===== src/rtl/life_gen_scheduler.sv =====
// Game-of-Life generation scheduler: paces update-engine runs against VGA
// frame starts and swaps the ping-pong cell buffer only at a frame start,
// so the display never scans out a half-written board.
module life_gen_scheduler #(
  parameter int VSPP           = 0,
  parameter int SPD_W          = 4,
  parameter int GEN_W          = 16,
  parameter int TIMEOUT_FRAMES = 4,
  parameter int TO_W           = 3
) (
  input  logic             clk,
  input  logic             reset,
  input  logic             vsync,
  input  logic             run_en,
  input  logic             step_req,
  input  logic             setting_status,
  input  logic [SPD_W-1:0] speed_sel,
  input  logic             ovr_clr,
  input  logic             eng_done,
  output logic             eng_start,
  output logic             eng_abort,
  output logic             buf_sel,
  output logic [GEN_W-1:0] gen_count,
  output logic             busy,
  output logic             overrun
);

  typedef enum logic [2:0] {PAUSE, COUNT, START, RUN, SWAP} state_t;

  localparam logic          POL      = (VSPP != 0);
  localparam logic [TO_W:0] TO_LIMIT = (TO_W + 1)'(TIMEOUT_FRAMES);

  state_t           state, state_next;
  logic             vsync_d;
  logic [SPD_W-1:0] frame_cnt, frame_next;
  logic [TO_W-1:0]  to_cnt, to_next;
  logic             step_pend, step_next;
  logic             abort_next, busy_next, toggle, timeout;
  logic             fs, go, frame_hit, to_hit;
  logic [SPD_W-1:0] target;

  // A frame starts on the first cycle vsync shows its active level.
  assign fs        = (vsync == POL) && (vsync_d != POL);
  assign go        = run_en && !setting_status;
  assign target    = (speed_sel == '0) ? SPD_W'(1) : speed_sel;
  assign frame_hit = ({1'b0, frame_cnt} + (SPD_W + 1)'(1)) == {1'b0, target};
  assign to_hit    = ({1'b0, to_cnt} + (TO_W + 1)'(1)) == TO_LIMIT;

  // Next-state and next-value decode for the scheduler FSM.
  always_comb begin
    state_next = state;
    frame_next = frame_cnt;
    to_next    = to_cnt;
    step_next  = step_pend;
    abort_next = 1'b0;
    toggle     = 1'b0;
    timeout    = 1'b0;
    case (state)
      PAUSE: begin
        if (go) begin
          state_next = COUNT;
          frame_next = '0;
        end else if (fs && step_pend) begin
          step_next  = 1'b0;
          state_next = START;
        end else if (step_req && !setting_status) begin
          step_next = 1'b1;
        end
      end
      COUNT: begin
        if (!go) begin
          state_next = PAUSE;
          frame_next = '0;
        end else if (fs) begin
          if (frame_hit) begin
            frame_next = '0;
            state_next = START;
          end else begin
            frame_next = frame_cnt + SPD_W'(1);
          end
        end
      end
      START: begin
        to_next    = '0;
        state_next = RUN;
      end
      RUN: begin
        if (eng_done) begin
          state_next = SWAP;
        end else if (fs) begin
          if (to_hit) begin
            timeout    = 1'b1;
            abort_next = 1'b1;
            state_next = go ? COUNT : PAUSE;
          end else begin
            to_next = to_cnt + TO_W'(1);
          end
        end
      end
      SWAP: begin
        if (fs) begin
          toggle     = 1'b1;
          frame_next = '0;
          state_next = go ? COUNT : PAUSE;
        end
      end
      default: state_next = PAUSE;
    endcase
    busy_next = (state_next == START) || (state_next == RUN) || (state_next == SWAP);
  end

  // Scheduler state, frame/timeout counters and pending single-step request.
  always_ff @(posedge clk or posedge reset) begin
    if (reset) begin
      state     <= PAUSE;
      vsync_d   <= !POL;
      frame_cnt <= '0;
      to_cnt    <= '0;
      step_pend <= 1'b0;
    end else begin
      state     <= state_next;
      vsync_d   <= vsync;
      frame_cnt <= frame_next;
      to_cnt    <= to_next;
      step_pend <= step_next;
    end
  end

  // Registered outputs; the buffer select flips only on the frame start that leaves SWAP.
  always_ff @(posedge clk or posedge reset) begin
    if (reset) begin
      eng_start <= 1'b0;
      eng_abort <= 1'b0;
      busy      <= 1'b0;
      buf_sel   <= 1'b0;
      gen_count <= '0;
      overrun   <= 1'b0;
    end else begin
      eng_start <= (state_next == START);
      eng_abort <= abort_next;
      busy      <= busy_next;
      if (toggle) begin
        buf_sel   <= ~buf_sel;
        gen_count <= gen_count + GEN_W'(1);
      end
      if (timeout) begin
        overrun <= 1'b1;
      end else if (ovr_clr) begin
        overrun <= 1'b0;
      end
    end
  end

endmodule


===== config.mk =====
export PLATFORM = sky130hd
export DESIGN_NAME = life_gen_scheduler
export DESIGN_NICKNAME = d
export VERILOG_FILES = /design/src/rtl/life_gen_scheduler.sv
export SDC_FILE = /design/constraint.sdc
export NUM_CORES = 1
export LEC_CHECK = 0
export ABC_AREA = 1
export CORE_MARGIN = 2
export CORE_UTILIZATION = 56
export DETAILED_ROUTE_END_ITERATION = 8
export PLACE_DENSITY = 0.84
export SYNTH_ARGS = -nofsm -noshare
export SYNTH_HDL_FRONTEND = slang
export SYNTH_SLANG_ARGS = --single-unit

===== constraint.sdc =====
create_clock -name clk -period 3.8 [get_ports clk]
set_input_delay 0.76 -clock clk [delete_from_list [all_inputs] [get_ports clk]]
set_output_delay 0.76 -clock clk [all_outputs]
set_load 0.05 [all_outputs]

### Yosys cells after proc, flatten, opt, wreduce, memory -nomap -nowiden

Index checks and enable logic that the tools add are counted.

| storage, ports and cells | value |
|---|---|
| register bits after elaboration | 33 |
| input bits | 12 |
| output and inout port bits | 21 |
| logic and storage cells | 82 |

| operators by class | value |
|---|---|
| $add $sub $neg | 5 |
| equal/unequal tests | 15 |
| mux-type cells | 32 |
| bitwise operators | 3 |
| reduce and logical (&&, ||, !) cells | 16 |

Operators with widths:

| cell | count |
|---|---|
| $mux W3 | 12 |
| $mux W4 | 6 |
| $add A16 B1 Y16 const B | 1 |
| $pmux W3 S5 | 1 |
| $eq A3 B2 Y1 const B | 4 |
| $pmux W4 S3 | 1 |
| $mux W1 | 11 |
| $ne A2 B2 Y1 const B | 5 |
| $reduce_and A4 Y1 | 2 |
| $eq A3 B3 Y1 const B | 2 |
| $pmux W3 S2 | 1 |
| $reduce_bool A2 Y1 | 3 |
| $add A4 B1 Y5 const B | 1 |
| $eq A5 B4 Y1 | 1 |
| $add A3 B1 Y4 const B | 1 |
| $add A4 B1 Y4 const B | 1 |
| $eq A4 B3 Y1 const B | 1 |
| $logic_and A1 B1 Y1 | 4 |
| $logic_not A4 Y1 | 1 |
| $add A3 B1 Y3 const B | 1 |
| $eq A3 B1 Y1 const B | 1 |
| $logic_not A3 Y1 | 1 |
| $ne A3 B3 Y1 const B | 1 |
| $not A1 Y1 | 3 |
| other kinds (4) | 5 |

### Longest topological paths before layout

Gate-level depths: netlist of the first run.

| logic depth | value |
|---|---|
| depth after elaboration | 10 |
| depth in mapped cells | 11 |
| gate-level depth less buffers | 11 |

### Least setup slack after synthesis of the first run

Ideal clock, no wire load.

| timing path | value |
|---|---|
| kind | register to register |
| start point | register gen_count[0] |
| end point | register gen_count[14] |
| library setup time | 141 ps |
| data arrival time | 1648 ps |
| data required time | 3659 ps |
| slack | 2011 ps |
| cell stages (with the launch flop) | 8 |
| path buffers | 0 |
| period minus slack after synthesis | 1789 ps |
| cell sequence | dfrtp_1 ha_1 nand2_1 nor2_1 nand3_4 nor2_4 nand3_2 xnor2_1 |

| between the ends | value |
|---|---|
| cells in the longest elaborated chain, start to end | 1 |

RTL lines:

| element | line | RTL |
|---|---|---|
| start: declaration | 23 | `output logic [GEN_W-1:0] gen_count,` |
| start signal: assignment | 144 | `gen_count <= gen_count + GEN_W'(1);` |
| $add A16 B1 Y16 | 144 |  |

No other way between the ends.
A chain may end at the register's enable or synchronous reset.

### Final worst setup path of the first run

| timing path | value |
|---|---|
| start point | register gen_count[4] |
| end point | output port gen_count[4] |

No word-level cell between the ends.

==> out/qor.log, run 1 <==
qor: synthesis.ys_ff_latch 33
qor: clock_tree.cts_buffers 5
qor: power.p_sw_frac 0.4185
qor: routing.drcViolationCount 0
qor: synthesis.synth_most_common_cell sky130_fd_sc_hd__nand2_1
qor: sta.period_minus_slack 2.452 ns
qor: routing.firstDrtPassIters 4
qor: grt.antenna_found_initial 0
qor: final_layout.final_nets 291
qor: critical_path.critPathSlowestCell sky130_fd_sc_hd__clkdlybuf4s50_1
qor: sta.fmax 407.9 MHz
qor: routing.totalWireLength 3610 µm
qor: die.floorplan.die.height 62.20 µm
qor: power.power.density_cell_area 468.9 mW/mm²
qor: place.place.detailed.hpwl 2785 µm
qor: sta.final-max-slew-violation-count 0
qor: routing.dr_total_vias 1598
qor: power.finalPower 1.096 mW
qor: place.gp_congestion 0.9472
qor: power.power.share.sequential 0.424
qor: synthesis.synth_top_cells_by_area sky130_fd_sc_hd__dfrtp_1 (42%), sky130_fd_sc_hd__nand2_1 (12%), sky130_fd_sc_hd__inv_1 (6.7%)
qor: routing.post_route_ant_nets 0
qor: synthesis.synth-main-ff-cell sky130_fd_sc_hd__dfrtp_1
qor: final_layout.syn_to_final_growth 23.22%
qor: final_layout.num-fill-cells 273
qor: sta.worst_slew_margin_rel 0.6623
qor: synthesis.synth.avg_cell_area 8.072 µm²
qor: grt.grt_max_degree 34
qor: power.internal_power 0.6373 mW
qor: synthesis.syn-instance-count 235
qor: die.dieArea 0.003869 mm²
qor: clock_tree.clock_sink_count 33
qor: routing.dr.first_iter.drc_count 112
qor: sta.setup_viol_count_final 0
qor: power.proportion_of_power_drawn_by_the_clock_network 0.182
qor: critical_path.timing.setup.critical_path_class reg -> out
qor: synthesis.post_synth_most_frequent_cells sky130_fd_sc_hd__nand2_1 (61), sky130_fd_sc_hd__inv_1 (34), sky130_fd_sc_hd__dfrtp_1 (32)
qor: sta.worst-slew-pin-transition 0.5050 ns
qor: sta.setup_total_negative_slack 0 ns
qor: final_layout.layout_cells_sized_above_1 0.09455
qor: synthesis.synth_sequential_area_ratio 0.4360
qor: routing.wl_per_cell 11.25 µm
qor: critical_path.worst_path_arrival 1.69 ns
qor: sta.fin_crit_sh 0.6452
qor: die.dieWidth 62.20 µm
qor: sta.rsz0062_at_grt false
qor: die.initial_core_util 0.5775
qor: run_status.outcome finished clean
qor: clock_tree.clk_path_buf_depth 2
qor: critical_path.crit_path_max_incr_delay 0.86 ns
qor: clock_tree.ctsRootBufferMaster sky130_fd_sc_hd__clkbuf_4
qor: critical_path.crit_chain clkdlybuf4s50_1
qor: power.combPwrFrac 0.394
qor: clock_tree.post_cts.resized_instances 0
qor: die.placement_row_count 21
qor: synthesis.yosys_warnings 0
qor: critical_path.worst_setup_path_end_kind output port
qor: synthesis.synth_fp_nets 251
qor: critical_path.critical_path.top_delay_family buffers and inverters
qor: clock_tree.h_tree_levels 2
qor: min_path.holdCritPathClass reg -> reg
qor: sta.final-hold-violation-count 0
qor: place.buffer_ports.inserted 32
qor: clock_tree.cts.clk_slew.worst_paths 0.10 ns
qor: job.number_of_violations_of_the_max_capacitance_limit 0
qor: critical_path.worstPathMaxFanout 4
qor: synthesis.synth_top_area_share 0.4222
qor: grt.track_usage 0.2077
qor: sta.clock-skew-final 0.01376 ns
qor: grt.via_count_of_the_first_global_routing_pass 1415
qor: grt.grt_first_pass_wirelength 6361 µm
qor: critical_path.critical_path.startpoint_type flip-flop
qor: die.core_area 0.003284 mm²
qor: synthesis.synth.lib_cells_used.distinct 29
qor: clock_tree.cts.repair_timing.setup_buffer_count 0
qor: routing.vias_per_cell 4.978
qor: power.total_switching_power 0.4587 mW
qor: clock_tree.cts_tree yes
qor: final_layout.antenna-diode-count 0
qor: synthesis.synth_async_sr_flop_share 1.000
qor: clock_tree.cts-hold-fix-buffers 0
qor: synthesis.mappedNetlistArea 0.001897 mm²
qor: critical_path.required 3.04 ns
qor: synthesis.synth_top_cell_by_area sky130_fd_sc_hd__dfrtp_1
qor: die.top_level_ports 33
qor: synthesis.synth-edff-count 0
qor: clock_tree.clock_insertion_delay_worst_skew 0.34 ns
qor: critical_path.critical_path_buf_inv_count 1
qor: power.vdd.ir_drop.worst 0.0003299 V
qor: power.leakage 1.168 nW
qor: grt.final_global_route_overflow_total 0
==> kinds of logic (layout without fill, tap and decap cells) <==
family          count (synthesis)  after routing  synth area share
xor+xnor                       16             16           0.07784
flops                          33             33            0.4360
fa+ha+maj                       4              4           0.02639
compound gates                 14             14           0.04222
buf+inv                        37             77           0.07322
simple gates                  131            131            0.3443
==> placed cells by master (no fill, tap or decap), types with 5 or more instances in the layout <==
cell type / netlist / final
sky130_fd_sc_hd__nand3_1: 21 / 21
sky130_fd_sc_hd__nor3_1: 5 / 5
sky130_fd_sc_hd__dfrtp_1: 32 / 32
sky130_fd_sc_hd__inv_1: 34 / 34
sky130_fd_sc_hd__nor2_1: 23 / 23
sky130_fd_sc_hd__clkdlybuf4s50_1: 0 / 32
sky130_fd_sc_hd__clkbuf_4: 0 / 5
sky130_fd_sc_hd__o21ai_0: 8 / 8
sky130_fd_sc_hd__nand2_1: 61 / 61
sky130_fd_sc_hd__nand4_1: 5 / 5
sky130_fd_sc_hd__xor2_1: 14 / 14
==> worst reg2reg max path: cells and delay by family (launching register included) <==
| kind | cells | cell delay, ns |
|---|---|---|
| and+or+nand+nor | 8 | 0.75 |
| adders and majority gates | 1 | 0.35 |
| buffers and inverters | 1 | 0.06 |
| DFF | 1 | 0.45 |
==> path summary, 6_finish.rpt <==
path,startpoint,endpoint,slack [ns],cells past startpoint
max,gen_count[4],gen_count[4],1.35,1
max reg2reg,frame_cnt[0],eng_start,2.12,10
max in group asynchronous,reset,vsync_d,2.66,3
min in group asynchronous,reset,frame_cnt[3],0.82,3
min,step_pend,step_pend,0.49,1
min reg2reg,step_pend,step_pend,0.49,1
==> state kept, by name (all words and copies together), names as in the netlist <==
name,flops
overrun,1
state,3
busy,1
eng_start,1
to_cnt,3
eng_abort,1
gen_count,16
buf_sel,1
frame_cnt,4
vsync_d,1
step_pend,1
==> area by class of cell <==
type / count / area [µm²] / share of cell area
Multi-Input combinational cell: 165 / 930.9 / 0.3983
Sequential cell: 33 / 827.0 / 0.3539
Timing Repair Buffer: 33 / 327.8 / 0.1403
Inverter: 37 / 138.9 / 0.05942
Tap cell: 46 / 57.56 / 0.02463
Clock buffer: 7 / 55.05 / 0.02355
==> power by group through the flow <==
stage / clock network, mW / registers (mW) / logic, mW
3_5_place_dp: 0 / 0.471 / 0.432
3_3_place_gp: 0 / 0.471 / 0.427
5_1_grt: 0.222 / 0.473 / 0.477
2_1_floorplan: 0 / 0.572 / 0.201
4_1_cts: 0.207 / 0.465 / 0.435
6_report: 0.200 / 0.465 / 0.432
==> per-stage QoR <==
stage | cell area (µm²) | cells | util | hold slack (ns) | setup slack [ns]
4_1_cts | 2337 | 321 | 0.7116 | 0.4924 | 1.334
2_1_floorplan | 1897 | 235 | - | 0.4505 | 2.011
6_report | 2337 | 321 | 0.7116 | 0.4918 | 1.348
5_1_grt | 2337 | 321 | 0.7116 | 0.5131 | 1.322
3_5_place_dp | 2282 | 314 | 0.6949 | 0.4784 | 1.448
3_3_place_gp | 2282 | 314 | 0.6949 | 0.4655 | 1.476
==> metal layers <==
layer  global-route usage  share of wire  routed length (µm)
met4              0.07500          0.018                  64
met5                    0              0                   0
met1               0.2854           0.48                1739
met2               0.3179           0.45                1612
met3              0.05797          0.054                 194
Power figures use the tool's default switching activity.
==> inputs of run 2 (changes only) <==
--- a/config.mk
+++ b/config.mk
@@ -7,9 +7,9 @@
 export LEC_CHECK = 0
 export ABC_AREA = 1
 export CORE_MARGIN = 2
-export CORE_UTILIZATION = 56
+export CORE_UTILIZATION = 47
 export DETAILED_ROUTE_END_ITERATION = 8
-export PLACE_DENSITY = 0.84
+export PLACE_DENSITY = 0.75
 export SYNTH_ARGS = -nofsm -noshare
 export SYNTH_HDL_FRONTEND = slang
 export SYNTH_SLANG_ARGS = --single-unit
==> constraint.sdc (replaced) <==
create_clock -name clk -period 2.13 [get_ports clk]
set_input_delay 0.426 -clock clk [delete_from_list [all_inputs] [get_ports clk]]
set_output_delay 0.426 -clock clk [all_outputs]
set_load 0.05 [all_outputs]
==> out/qor.log, run 2 (synthesis gave the netlist of run 1 again) <==
qor: grt.track_usage 0.2027 [-0.004997]
qor: routing.post_route_ant_nets 0 [unchanged]
qor: routing.totalWireLength 3961 µm [+9.7%]
qor: final_layout.reg.largest.list gen_count: 16 flops, frame_cnt: 4 flops
qor: sta.setup_total_negative_slack 0 ns [unchanged]
qor: critical_path.critical_path_buf_inv_count 1 [unchanged]
qor: die.initial_core_util 0.4811 [-0.09641]
qor: sta.hold_slack 0.4762 ns [-0.01567 ns]
qor: sta.period_minus_slack 2.062 ns
qor: sta.clock-skew-final 0.005010 ns [-0.008752 ns]
qor: critical_path.worst_path_arrival 1.64 ns [-0.05 ns]
qor: min_path.worstHoldStart buf_sel
qor: critical_path.crit_chain clkdlybuf4s50_1
qor: power.proportion_of_power_drawn_by_the_clock_network 0.224 [+0.042]
qor: routing.vias_per_cell 4.917 [-1.2%]
qor: final_layout.top_register gen_count
qor: routing.uppermost_routed_layer met4
qor: critical_path.worst_setup_path_end_kind output port
qor: place.buffer_ports.inserted 32 [unchanged]
qor: clock_tree.cts.repair_timing.setup_buffer_count 0 [unchanged]
qor: routing.dr_total_vias 1598 [unchanged]
qor: sta.fin_crit_sh 0.9683
qor: die.top_level_ports 33 [unchanged]
qor: critical_path.crit_path_max_incr_delay 0.87 ns [about the same]
qor: routing.wl_per_cell 12.19 µm [+8.4%]
qor: final_layout.layout_cells_sized_above_1 0.09455 [unchanged]
qor: sta.worst-slew-pin-transition 0.5092 ns [+0.004261 ns]
qor: die.core_area 0.003943 mm² [+20%]
qor: run_status.outcome finished clean
qor: power.vdd.ir_drop.worst 0.0007199 V [+120%]
qor: sta.fmax 484.9 MHz
qor: power.p_sw_frac 0.4043 [-0.01423]
qor: power.power.share.sequential 0.402 [-0.022]
qor: die.dieArea 0.004560 mm² [+18%]
qor: critical_path.critical_path.top_delay_family buffers and inverters
qor: clock_tree.cts_buffers 5 [unchanged]
qor: sta.final-max-slew-violation-count 0 [unchanged]
qor: critical_path.critPathSlowestCell sky130_fd_sc_hd__clkdlybuf4s50_1
qor: clock_tree.h_tree_levels 2 [unchanged]
qor: critical_path.worstPathMaxFanout 4 [unchanged]
qor: sta.worst_slew_margin_rel 0.6595 [-0.002850]
qor: clock_tree.cts.clk_slew.worst_paths 0.06 ns [-0.04 ns]
qor: critical_path.reg2reg_from frame_cnt[0]
qor: critical_path.r2r_setup_slack 0.37 ns [-1.75 ns]
qor: grt.antenna_found_initial 0 [unchanged]
qor: sta.rsz0062_at_grt false
qor: final_layout.layout.cells.most_common sky130_fd_sc_hd__nand2_1
qor: routing.firstDrtPassIters 4 [unchanged]
qor: routing.met2RoutedLength 1904 µm [+18%]
qor: job.number_of_violations_of_the_max_capacitance_limit 0 [unchanged]
qor: min_path.min_delay_path_depth 1 [unchanged]
qor: place.gp_congestion 0.8043 [-15%]
qor: critical_path.required 1.70 ns [-1.34 ns]
qor: grt.grt_first_pass_wirelength 6789 µm [+6.7%]
qor: grt.grt_max_degree 34 [unchanged]
qor: clock_tree.cts_tree yes
qor: routing.dr.first_iter.drc_count 58 [-48%]
qor: power.leakage 1.181 nW [+1.1%]
qor: min_path.holdCritPathClass reg -> reg
qor: critical_path.critical_path.startpoint_type flip-flop
qor: die.placement_row_count 23 [+9.5%]
qor: min_path.worstHoldEndpoint buf_sel
qor: power.internal_power 1.238 mW [+94%]
qor: critical_path.regToRegEndpoint frame_cnt[3]
qor: clock_tree.ctsRootBufferMaster sky130_fd_sc_hd__clkbuf_8
qor: power.total_switching_power 0.8402 mW [+83%]
qor: grt.via_count_of_the_first_global_routing_pass 1520 [+7.4%]
qor: final_layout.largest_register_ffs 16 [unchanged]
qor: clock_tree.cts-hold-fix-buffers 0 [unchanged]
qor: routing.route.layer.met1.wl 1800 µm [+3.5%]
qor: final_layout.final_cell_mix sky130_fd_sc_hd__nand2_1 (61), sky130_fd_sc_hd__inv_1 (34), sky130_fd_sc_hd__dfrtp_1 (32), sky130_fd_sc_hd__clkdlybuf4s50_1 (32), sky130_fd_sc_hd__nor2_1 (23)
qor: final_layout.antenna-diode-count 0 [unchanged]
qor: routing.drcViolationCount 0 [unchanged]
qor: power.power.density_cell_area 875.7 mW/mm² [+87%]
qor: power.combPwrFrac 0.374 [-0.020]
qor: die.floorplan.die.height 67.53 µm [+8.6%]
qor: final_layout.final_nets 291 [unchanged]
qor: routing.wl_met3 199 µm [+2.6%]
qor: final_layout.syn_to_final_growth 25.13%
qor: critical_path.timing.setup.critical_path_class reg -> out
qor: critical_path.rr_worst_depth 9 [-1]
qor: clock_tree.clk_path_buf_depth 2 [unchanged]
qor: place.place.detailed.hpwl 2936 µm [+5.4%]
qor: sta.final-hold-violation-count 0 [unchanged]
qor: clock_tree.clock_sink_count 33 [unchanged]
qor: die.dieWidth 67.53 µm [+8.6%]
qor: clock_tree.post_cts.resized_instances 0 [unchanged]
qor: grt.final_global_route_overflow_total 0 [unchanged]
qor: sta.setup_viol_count_final 0 [unchanged]
qor: clock_tree.clock_insertion_delay_worst_skew 0.28 ns [-0.06 ns]
[run 2: cell types whose count changed in the layout (fill, tap and decap cells not counted)]
cell / change
sky130_fd_sc_hd__clkbuf_4: -5
sky130_fd_sc_hd__clkbuf_8: +5
[run 2: power groups by stage]
stage	registers, mW	clock network (mW)	logic [mW]
floorplan	1.02	0	0.359
global placement	0.841	0	0.765
detailed placement	0.845	0	0.774
CTS	0.836	0.483	0.783
global route	0.854	0.510	0.865
finish	0.835	0.466	0.778
[run 2: worst reg2reg max path: cells and delay by family, from the launching register on]
family                     cells  cell delay, ns
adders and majority gates      1            0.36
and+or+nand+nor                7            0.73
DFF                            1            0.45
AOI/OAI and AO/OA              1            0.08
[run 2: metrics by stage]
step	cell area (µm²)	cells	utilization	setup slack, ns	power, mW
after detailed placement	2287	318	0.5801	0.09893	1.620
after global routing	2374	325	0.6020	0.004928	2.228
final	2374	325	0.6020	0.06760	2.078
after floorplan	1897	235	-	0.3411	1.380
after global placement	2287	318	0.5801	0.1479	1.606
after CTS	2374	325	0.6020	0.04262	2.102
[run 2: worst max-delay path by stage]
| stage | slack (ns) | startpoint | endpoint | cells past startpoint |
|---|---|---|---|---|
| 2_1_floorplan | 0.34 | gen_count[0] | gen_count[14] | 7 |
| 3_3_place_gp | 0.15 | vsync | gen_count[11] | 8 |
| 3_5_place_dp | 0.1 | vsync | gen_count[11] | 8 |
| 4_1_cts | 0.04 | gen_count[4] | gen_count[4] | 1 |
| 5_1_grt | 0.005 | gen_count[4] | gen_count[4] | 1 |
| 6_report | 0.07 | gen_count[4] | gen_count[4] | 1 |
[run 2: cell type report]
cell class | count | area [µm²]
Timing Repair Buffer | 33 | 327.8
Multi-Input combinational cell | 165 | 930.9
Tap cell | 50 | 62.56
Sequential cell | 33 | 827.0
Clock buffer | 7 | 86.33
Inverter | 37 | 138.9
Fill cell | 349 | 1569
[run 2: layer usage]
| layer | up-vias | global-route usage |
|---|---|---|
| li1 | 817 | - |
| met1 | 745 | 0.2540 |
| met2 | 32 | 0.3333 |
| met3 | 4 | 0.05500 |
| met4 | 0 | 0.07653 |
| met5 | - | 0 |
==> inputs of run 3 (changes only) <==
--- a/config.mk
+++ b/config.mk
@@ -6,10 +6,10 @@
 export NUM_CORES = 1
 export LEC_CHECK = 0
 export ABC_AREA = 1
-export CORE_MARGIN = 2
 export CORE_UTILIZATION = 47
 export DETAILED_ROUTE_END_ITERATION = 8
 export PLACE_DENSITY = 0.75
+export REMOVE_ABC_BUFFERS = 1
 export SYNTH_ARGS = -nofsm -noshare
 export SYNTH_HDL_FRONTEND = slang
 export SYNTH_SLANG_ARGS = --single-unit
==> out/qor.log, run 3 (synthesis gave the netlist of run 1 again) <==
qor: run_status.outcome finished clean
qor: die.core_area 0.003771 mm² [-4.3%]
qor: critical_path.worst_setup_path_end_kind output port
qor: routing.totalWireLength 3847 µm [-2.9%]
qor: routing.dr_total_vias 1624 [+1.6%]
qor: critical_path.timing.setup.critical_path_class reg -> out
qor: die.top_level_ports 33 [unchanged]
qor: clock_tree.cts_tree yes
qor: critical_path.critPathSlowestCell sky130_fd_sc_hd__clkdlybuf4s50_1
qor: sta.final-hold-violation-count 0 [unchanged]
qor: min_path.min_delay_path_depth 1 [unchanged]
qor: sta.setup_viol_count_final 0 [unchanged]
qor: die.dieArea 0.004294 mm² [-5.8%]
qor: job.number_of_violations_of_the_max_capacitance_limit 0 [unchanged]
qor: critical_path.worstPathMaxFanout 5 [+1]
qor: critical_path.crit_chain clkdlybuf4s50_1
qor: final_layout.syn_to_final_growth 25.40%
qor: place.place.detailed.hpwl 2792 µm [-4.9%]
qor: critical_path.critical_path.top_delay_family buffers and inverters
qor: routing.firstDrtPassIters 5 [+1]
qor: grt.antenna_found_initial 0 [unchanged]
qor: min_path.worstHoldEndpoint buf_sel
qor: place.gp_congestion 0.8570 [+6.6%]
qor: final_layout.largest_register_ffs 16 [unchanged]
qor: final_layout.post-route-cell-area 0.002379 mm² [+0.21%]
qor: routing.dr.first_iter.drc_count 91 [+57%]
qor: sta.hold_slack 0.4838 ns [+0.007624 ns]
qor: power.internal_power 1.209 mW [-2.4%]
qor: clock_tree.cts-hold-fix-buffers 0 [unchanged]
qor: sta.setup_total_negative_slack 0 ns [unchanged]
qor: critical_path.regToRegEndpoint frame_cnt[3]
qor: routing.post_route_ant_nets 0 [unchanged]
qor: critical_path.crit_path_max_incr_delay 0.84 ns [-0.03 ns]
qor: min_path.worstHoldStart buf_sel
qor: critical_path.worst_path_arrival 1.58 ns [-0.06 ns]
qor: sta.clock-skew-final 0.008402 ns [+0.003393 ns]
qor: final_layout.reg.largest.list gen_count: 16 flops, frame_cnt: 4 flops
qor: power.vdd.ir_drop.worst 0.0006609 V [-8.2%]
qor: clock_tree.cts.repair_timing.setup_buffer_count 0 [unchanged]
qor: routing.drcViolationCount 0 [unchanged]
qor: die.dieWidth 65.53 µm [-3.0%]
qor: clock_tree.clock_sink_count 33 [unchanged]
qor: critical_path.reg2reg_from frame_cnt[0]
qor: final_layout.layout.cells.most_common sky130_fd_sc_hd__nand2_1
qor: sta.period_minus_slack 2.009 ns [-0.05325 ns]
qor: grt.grt_first_pass_wirelength 6624 µm [-2.4%]
qor: final_layout.antenna-diode-count 0 [unchanged]
qor: critical_path.r2r_setup_slack 0.45 ns [+0.08 ns]
qor: power.total_switching_power 0.8749 mW [+4.1%]
qor: grt.final_global_route_overflow_total 0 [unchanged]
qor: grt.grt_max_degree 34 [unchanged]
qor: die.initial_core_util 0.5030 [+0.02187]
qor: sta.rsz0062_at_grt false
qor: sta.fin_crit_sh 0.9433 [-0.02500]
qor: place.buffer_ports.inserted 32 [unchanged]
qor: clock_tree.post_cts.resized_instances 0 [unchanged]
qor: sta.worst-slew-pin-transition 0.4983 ns [-0.01090 ns]
qor: sta.final-max-slew-violation-count 0 [unchanged]
qor: final_layout.final_cell_mix sky130_fd_sc_hd__nand2_1 (61), sky130_fd_sc_hd__inv_1 (34), sky130_fd_sc_hd__dfrtp_1 (32), sky130_fd_sc_hd__clkdlybuf4s50_1 (32), sky130_fd_sc_hd__nor2_1 (23)
qor: clock_tree.cts.clk_slew.worst_paths 0.08 ns [+0.02 ns]
qor: place.detailed_place.area 0.002292 mm² [+0.22%]
qor: final_layout.top_register gen_count
qor: clock_tree.clk_path_buf_depth 2 [unchanged]
qor: final_layout.layout_cells_sized_above_1 0.1047 [+0.01015]
qor: clock_tree.h_tree_levels 2 [unchanged]
qor: power.p_sw_frac 0.4199 [+0.01567]
qor: sta.worst_slew_margin_rel 0.6667 [+0.007288]
qor: power.power.density_cell_area 875.9 mW/mm² [about the same]
qor: power.power.share.sequential 0.399 [-0.003]
qor: clock_tree.ctsRootBufferMaster sky130_fd_sc_hd__clkbuf_8
qor: clock_tree.cts_buffers 5 [unchanged]
qor: power.finalPower 2.083 mW [+0.24%]
qor: die.floorplan.die.height 65.53 µm [-3.0%]
qor: critical_path.critical_path_buf_inv_count 1 [unchanged]
qor: die.placement_row_count 22 [-4.3%]
qor: sta.fmax 497.7 MHz [+2.7%]
qor: clock_tree.clock_insertion_delay_worst_skew 0.29 ns [about the same]
qor: final_layout.final_nets 292 [+0.34%]
qor: grt.via_count_of_the_first_global_routing_pass 1488 [-2.1%]
qor: critical_path.critical_path.startpoint_type flip-flop
qor: grt.track_usage 0.2050 [+0.002287]
qor: routing.vias_per_cell 4.997 [+1.6%]
qor: place.dp_worst_setup_slack 0.09713 ns [-0.001801 ns]
qor: sta.fin_ws 0.1208 ns [+0.05325 ns]
qor: routing.wl_per_cell 11.84 µm [-2.9%]
qor: critical_path.rr_worst_depth 9 [unchanged]
qor: min_path.holdCritPathClass reg -> reg
qor: power.combPwrFrac 0.374 [about the same]
qor: critical_path.required 1.70 ns [about the same]
qor: power.proportion_of_power_drawn_by_the_clock_network 0.227 [+0.003]
qor: power.leakage 1.184 nW [+0.32%]
==> run 3: cell count changes in the layout (fill, tap and decap cells not counted) <==
cell / previous run / this run
sky130_fd_sc_hd__clkbuf_8: 6 / 5
sky130_fd_sc_hd__clkbuf_1: 1 / 0
sky130_fd_sc_hd__clkinvlp_4: 0 / 1
sky130_fd_sc_hd__clkinv_2: 0 / 2
sky130_fd_sc_hd__buf_4: 1 / 2
==> run 3: layout make-up <==
type,instances,area (µm²)
timing repair buffer,34,335.3
sequential,33,827.0
fill,339,1393
inverter,37,138.9
clock inverter,3,17.52
multi-input combinational,165,930.9
clock buffer,5,68.82
tap,48,60.06
==> run 3: worst register-to-register path, stage by stage (launching register included) <==
cell                      delay, ns
sky130_fd_sc_hd__dfrtp_1       0.45
sky130_fd_sc_hd__ha_1          0.36
sky130_fd_sc_hd__nor2_1        0.10
sky130_fd_sc_hd__nor2_1        0.05
sky130_fd_sc_hd__nor2_1        0.08
sky130_fd_sc_hd__nand2_1       0.06
sky130_fd_sc_hd__nor2_1        0.17
sky130_fd_sc_hd__nand2_1       0.14
sky130_fd_sc_hd__nand3_1       0.09
sky130_fd_sc_hd__o21ai_0       0.08
==> run 3: power groups by stage <==
stage	Combinational [mW]	Sequential (mW)	Clock [mW]
final	0.779	0.832	0.473
after global routing	0.861	0.846	0.512
after CTS	0.782	0.832	0.491
after detailed placement	0.772	0.844	0
after global placement	0.767	0.840	0
after floorplan	0.359	1.02	0
==> run 3: per-stage QoR <==
stage               utilization  std cells
global route             0.6307        325
finish                   0.6307        325
global placement         0.6078        317
CTS                      0.6307        325
floorplan                     -        235
detailed placement       0.6078        317
==> run 3: worst max-delay path by stage <==
| stage | cells past startpoint | from | to |
|---|---|---|---|
| after floorplan | 7 | gen_count[0] | gen_count[14] |
| after detailed placement | 8 | vsync | gen_count[11] |
| after global routing | 1 | gen_count[11] | gen_count[11] |
| final | 1 | gen_count[10] | gen_count[10] |
| after global placement | 8 | vsync | gen_count[11] |
| after CTS | 1 | gen_count[10] | gen_count[10] |
==> run 3: layer usage <==
| metal | vias up | GRT usage | share of wire | wire [µm] |
|---|---|---|---|---|
| li1 | 822 | - | - | - |
| met1 | 743 | 0.2634 | 0.45 | 1747 |
| met2 | 52 | 0.3389 | 0.47 | 1823 |
| met3 | 7 | 0.04167 | 0.056 | 217 |
| met4 | 0 | 0.07609 | 0.015 | 59 |
| met5 | - | 0 | 0 | 0 |
